File: src/rtl/dummy_done_monitor.sv
// dummy_done_monitor
//   Receiving end of the dummy IP's completion signalling. A start pulse arms
//   the monitor. It then waits for done_i or err_i from the dummy block and
//   reports PASS, or FAIL on an error or a timeout. It also reports the
//   elapsed cycle count, so integration checks can judge hardware state
//   rather than simulator messages.
//
// Ports
//   clk_i       in   1         clock, rising edge
//   rst_ni      in   1         asynchronous active-low reset
//   start_i     in   1         arm request (single-cycle pulse)
//   clear_i     in   1         PASS/FAIL -> IDLE, clears sticky flags
//   done_i      in   1         completion event from the dummy block
//   err_i       in   1         error event from the dummy block
//   busy_o      out  1         monitor armed
//   pass_o      out  1         completion seen
//   fail_o      out  1         error or timeout seen
//   timeout_o   out  1         FAIL came from timeout (sticky)
//   spurious_o  out  1         done_i/err_i seen while IDLE (sticky)
//   elapsed_o   out  CntWidth  armed-cycle count when the event was accepted
//
// state | meaning
// ------+------------------------------------------------------------
// IDLE  | waiting for start_i; events here flag spurious_o
// ARMED | timer running, waiting for err_i / done_i / timeout
// PASS  | done_i accepted; sticky until start_i or clear_i
// FAIL  | err_i accepted or timer expired; sticky until start_i or clear_i

module dummy_done_monitor #(
  parameter int unsigned TimeoutCycles = 1000,
  parameter int unsigned CntWidth      = $clog2(TimeoutCycles)
) (
  input  logic                clk_i,
  input  logic                rst_ni,
  input  logic                start_i,
  input  logic                clear_i,
  input  logic                done_i,
  input  logic                err_i,
  output logic                busy_o,
  output logic                pass_o,
  output logic                fail_o,
  output logic                timeout_o,
  output logic                spurious_o,
  output logic [CntWidth-1:0] elapsed_o
);

  if (TimeoutCycles < 2) begin : g_param_chk
    $fatal(1, "dummy_done_monitor: TimeoutCycles must be >= 2");
  end

  localparam logic [CntWidth-1:0] TcLast = CntWidth'(TimeoutCycles - 1);

  typedef enum logic [1:0] {
    ST_IDLE  = 2'b00,
    ST_ARMED = 2'b01,
    ST_PASS  = 2'b10,
    ST_FAIL  = 2'b11
  } state_e;

  state_e              r_state,    w_state_nxt;
  // Cycles left before timeout; loaded with TcLast on arm, expires at 0.
  logic [CntWidth-1:0] r_tmr,      w_tmr_nxt;
  logic [CntWidth-1:0] r_elapsed,  w_elapsed_nxt;
  logic                r_timeout,  w_timeout_nxt;
  logic                r_spurious, w_spurious_nxt;
  logic [CntWidth-1:0] w_cnt;

  // Up-count view of the down-counter: 0 in the first ARMED cycle.
  assign w_cnt = TcLast - r_tmr;

  always_ff @(posedge clk_i or negedge rst_ni) begin
    if (!rst_ni) begin
      r_state    <= ST_IDLE;
      r_tmr      <= '0;
      r_elapsed  <= '0;
      r_timeout  <= 1'b0;
      r_spurious <= 1'b0;
    end else begin
      r_state    <= w_state_nxt;
      r_tmr      <= w_tmr_nxt;
      r_elapsed  <= w_elapsed_nxt;
      r_timeout  <= w_timeout_nxt;
      r_spurious <= w_spurious_nxt;
    end
  end

  always_comb begin
    w_state_nxt    = r_state;
    w_tmr_nxt      = r_tmr;
    w_elapsed_nxt  = r_elapsed;
    w_timeout_nxt  = r_timeout;
    w_spurious_nxt = r_spurious;

    unique case (r_state)
      ST_IDLE: begin
        // An event in the same cycle as start_i is dropped and is not spurious.
        if (start_i) begin
          w_state_nxt    = ST_ARMED;
          w_tmr_nxt      = TcLast;
          w_elapsed_nxt  = '0;
          w_timeout_nxt  = 1'b0;
          w_spurious_nxt = 1'b0;
        end else if (done_i || err_i) begin
          w_spurious_nxt = 1'b1;
        end
      end

      ST_ARMED: begin
        // err beats done, and done beats an expiring timer.
        if (err_i) begin
          w_state_nxt   = ST_FAIL;
          w_elapsed_nxt = w_cnt;
        end else if (done_i) begin
          w_state_nxt   = ST_PASS;
          w_elapsed_nxt = w_cnt;
        end else if (r_tmr == '0) begin
          w_state_nxt   = ST_FAIL;
          w_timeout_nxt = 1'b1;
          w_elapsed_nxt = w_cnt;
        end else begin
          w_tmr_nxt = r_tmr - 1'b1;
        end
      end

      ST_PASS, ST_FAIL: begin
        if (start_i) begin
          w_state_nxt    = ST_ARMED;
          w_tmr_nxt      = TcLast;
          w_elapsed_nxt  = '0;
          w_timeout_nxt  = 1'b0;
          w_spurious_nxt = 1'b0;
        end else if (clear_i) begin
          w_state_nxt    = ST_IDLE;
          w_timeout_nxt  = 1'b0;
          w_spurious_nxt = 1'b0;
        end
      end

      default: w_state_nxt = ST_IDLE;
    endcase
  end

  assign busy_o     = (r_state == ST_ARMED);
  assign pass_o     = (r_state == ST_PASS);
  assign fail_o     = (r_state == ST_FAIL);
  assign timeout_o  = r_timeout;
  assign spurious_o = r_spurious;
  assign elapsed_o  = r_elapsed;

  // Simulation-only completion messages for the integration exercise.
  // ENABLE_DUMMY_VIP must stay undefined in synthesis builds.
`ifdef ENABLE_DUMMY_VIP
`ifndef DUMMY_SUCCESS_MESSAGE
`define DUMMY_SUCCESS_MESSAGE "dummy_done_monitor: PASS"
`endif
  always_ff @(posedge clk_i) begin
    if (rst_ni && r_state == ST_ARMED && w_state_nxt == ST_PASS)
      $info(`DUMMY_SUCCESS_MESSAGE);
    if (rst_ni && r_state == ST_ARMED && w_state_nxt == ST_FAIL)
      $error("dummy_done_monitor: dummy block reported error or timed out");
  end
`endif

endmodule

File: config.mk
export PLATFORM = sky130hd
export DESIGN_NAME = dummy_done_monitor
export DESIGN_NICKNAME = d
export VERILOG_FILES = /design/src/rtl/dummy_done_monitor.sv
export SDC_FILE = /design/constraint.sdc
export NUM_CORES = 1
export LEC_CHECK = 0
export ABC_AREA = 0
export BUFFER_PORTS_ARGS = -buffer_cell sky130_fd_sc_hd__buf_2
export CAP_MARGIN = 5
export CORE_ASPECT_RATIO = 1.4
export CORE_MARGIN = 2
export CORE_UTILIZATION = 45
export CTS_CLUSTER_SIZE = 10
export DETAILED_ROUTE_END_ITERATION = 10
export GPL_TIMING_DRIVEN = 0
export PLACE_DENSITY = 0.75
export SKIP_CTS_REPAIR_TIMING = 1
export SLEW_MARGIN = 30
export SYNTH_ARGS = -nofsm -noshare
export SYNTH_HDL_FRONTEND = slang
export SYNTH_SLANG_ARGS = --single-unit
File: constraint.sdc
create_clock -name clk_i -period 2.5 [get_ports clk_i]
set_input_delay 0.625 -clock clk_i [delete_from_list [all_inputs] [get_ports clk_i]]
set_output_delay 0.625 -clock clk_i [all_outputs]
set_load 0.03 [all_outputs]
==> flow_metrics.env <==
export IMPL_tightest_slew_ns=0.551
export IMPL_timing_rr_start="r_tmr[0]"
export IMPL_hold_violations=0
export IMPL_ys_ff_latch=24
export IMPL_synthTopCellsByArea="dfrtp_1 44%, mux2i_1 9.5%, nand2_1 5.0%, xnor2_1 3.9%, inv_1 2.5%"
export IMPL_syn_avg_cell_area_um2=10.3
export IMPL_synthToLayoutAreaGrowth_pct=16.0
export IMPL_synthTopCellsByCount="24 x dfrtp_1, 18 x nand2_1, 13 x mux2i_1"
export IMPL_fin_skew_ns=0.00205
export IMPL_die_h_um=69.1
export IMPL_die_w_um=50.5
export IMPL_ios=21
export IMPL_async_flop_share_pct=100
export IMPL_final_core_util_pct=55.0
export IMPL_grt_usage_pct=17.9
export IMPL_dpl_cell_area_um2=1510
export IMPL_wire_per_inst_um=13.8
export IMPL_ys_seq_area_share_pct=44.0
export IMPL_cts_htree_levels=1
export IMPL_syn_inst=133
export IMPL_design_area_um2=1580
export IMPL_r2r_setup_slack_ns=0.44
export IMPL_vias=1095
export IMPL_timing_rr_end="r_tmr[1]"
export IMPL_rsz0062_at_grt="false"
export IMPL_setup_viol=0
export IMPL_relSlewSlack_pct=63.3
export IMPL_max_freq_mhz=485
export IMPL_drive_gt1_share_pct=22.9
export IMPL_slowest_stage="dfrtp_1"
export IMPL_via_per_inst=5.64
export IMPL_cp_data_required_time_ns=2.67
export IMPL_finalNonFillerCells=194
export IMPL_cts_buffer_depth=2
export IMPL_drtIter0Drc=35
export IMPL_nets=166
export IMPL_synth_largest_area_cell="dfrtp_1"
export IMPL_syn_num_nets=141
export IMPL_worstPathCellList="inv_1 -> ha_1 -> nor4b_2 -> nand3_2 -> a21o_1 -> buf_6 -> o21a_1"
export IMPL_end_kind="register"
export IMPL_clock_sinks=24
export IMPL_status="completed"
export IMPL_clk_pin_slew_ns=0.09
export IMPL_antenna_cells=0
export IMPL_portBuffers=20
export IMPL_hold_class="in2async"
export IMPL_grt_overflow_total=0
export IMPL_yosysTopAreaCellShare_pct=44.0
export IMPL_ir_worst_vdd_v=0.000514
export IMPL_dp_hpwl_um=2040
export IMPL_placed_cells=190
export IMPL_fin_crit_ns=2.06
export IMPL_startpoint_type="register"
export IMPL_worstSetupPathType="reg2reg"
export IMPL_synth_distinct_cells=41
export IMPL_power_density_nw_per_um2=839
export IMPL_slew_viol_final=0
export IMPL_yosysMostFrequentCell="dfrtp_1"
export IMPL_antenna_found_initial=0
export IMPL_route_detailed_drc=0
export IMPL_grt_start_max_net_pins=25
export IMPL_place_gp_congestion=0.821
export IMPL_maxCapViolCount=0
export IMPL_yosys_most_used_dff="dfrtp_1"
export IMPL_synth_area_um2=1360
export IMPL_rows=23
export IMPL_ys_warn_count=0
export IMPL_core_area_um2=2880
export IMPL_period_share_pct=82.5
export IMPL_arrival_ns=2.23
export IMPL_ant_nets=0
export IMPL_postRouteWirelength_um=2680
export IMPL_dr_pass1_iters=4
export IMPL_cts_buffers=3
export IMPL_critPathMaxFanout=10
export IMPL_grt_pass1_wl_um=4950
export IMPL_cts_tree="done"
export IMPL_synth_edf_count=0
export IMPL_clockRootBuffer="clkbuf_8"
export IMPL_critical_path_max_stage_delay_ns=0.41
export IMPL_dieArea_um2=3490
export IMPL_setup_tns_ns=0
export IMPL_start_util_pct=47.4
export IMPL_grt_pass1_vias=1097
export IMPL_clock_latency_ns=0.27
export IMPL_worst_r2r_cell_count=7
export IMPL_p_leak_nw=0.758
==> layout make-up <==
type	instances	area, um2
inverters	9	33.8
flip-flops and latches	24	601
plain buffers	5	42.5
clock buffers	3	41.3
clock inverters	1	30.0
repair buffers	20	100
fillers	273	1300
well taps	37	46.3
multi-input cells	95	687
==> per-stage QoR <==
step | worst slack [ns] | hold slack, ns | power [mW]
2_1_floorplan | 0.670 | 0.329 | 0.864
3_3_place_gp | 0.504 | 0.508 | 0.977
3_5_place_dp | 0.462 | 0.503 | 0.995
4_1_cts | 0.453 | 0.351 | 1.33
5_1_grt | 0.291 | 0.372 | 1.41
6_report | 0.437 | 0.328 | 1.33
==> per-layer routing <==
layer,global-route usage (%),vias up,routed length [um]
li1,-,520,-
met1,21.4,544,1090
met2,31.4,23,1420
met3,2.81,8,100
met4,6.91,0,64
met5,0,-,0
==> power by group <==
part / internal, mW / switching [mW] / total (mW)
Combinational: 0.184 / 0.312 / 0.496
Sequential: 0.438 / 0.0475 / 0.486
Clock: 0.214 / 0.130 / 0.344
==> logic make-up after synthesis <==
logic type	synth area share [%]
compound gates	11.7
xor+xnor	4.50
fa+ha+maj	1.83
buf+inv	5.60
flops	44.0
mux	10.4
simple gates	22.0
==> worst max-delay path, delay by kind of cell, from the launching register on <==
family	cells	cell delay, ns
buf+inv	2	0.29
compound gates	2	0.48
simple gates	2	0.54
fa+ha+maj	1	0.24
flops	1	0.41
==> flip-flops by register name (all words and copies together), names as in the netlist <==
name	cells
elapsed_o	10
r_state	2
r_tmr	10
spurious_o	1
timeout_o	1
==> cell usage in the layout, fill, tap and decap left out, types with 3 or more instances in the layout <==
master	Yosys	routed
a21o_1	3	3
a21oi_1	3	3
a31oi_1	3	3
buf_2	1	21
buf_6	3	3
clkbuf_8	0	3
dfrtp_1	24	24
inv_1	9	9
mux2i_1	13	13
nand2_1	18	18
nand3_1	6	6
nor2_1	7	7
nor3_1	5	5
xnor2_1	6	6
==> worst max path at each step <==
stage                         endpoint  depth (start not counted)  slack, ns     start
after floorplan               r_tmr[6]                          6       0.67  r_tmr[0]
after global routing      elapsed_o[1]                          7       0.29  r_tmr[0]
after detailed placement      r_tmr[6]                          5       0.46    done_i
after CTS                     r_tmr[1]                          7       0.45  r_tmr[0]
final                         r_tmr[1]                          7       0.44  r_tmr[0]
after global placement        r_tmr[6]                          5       0.50    done_i
(Power assumes the default switching activity.)
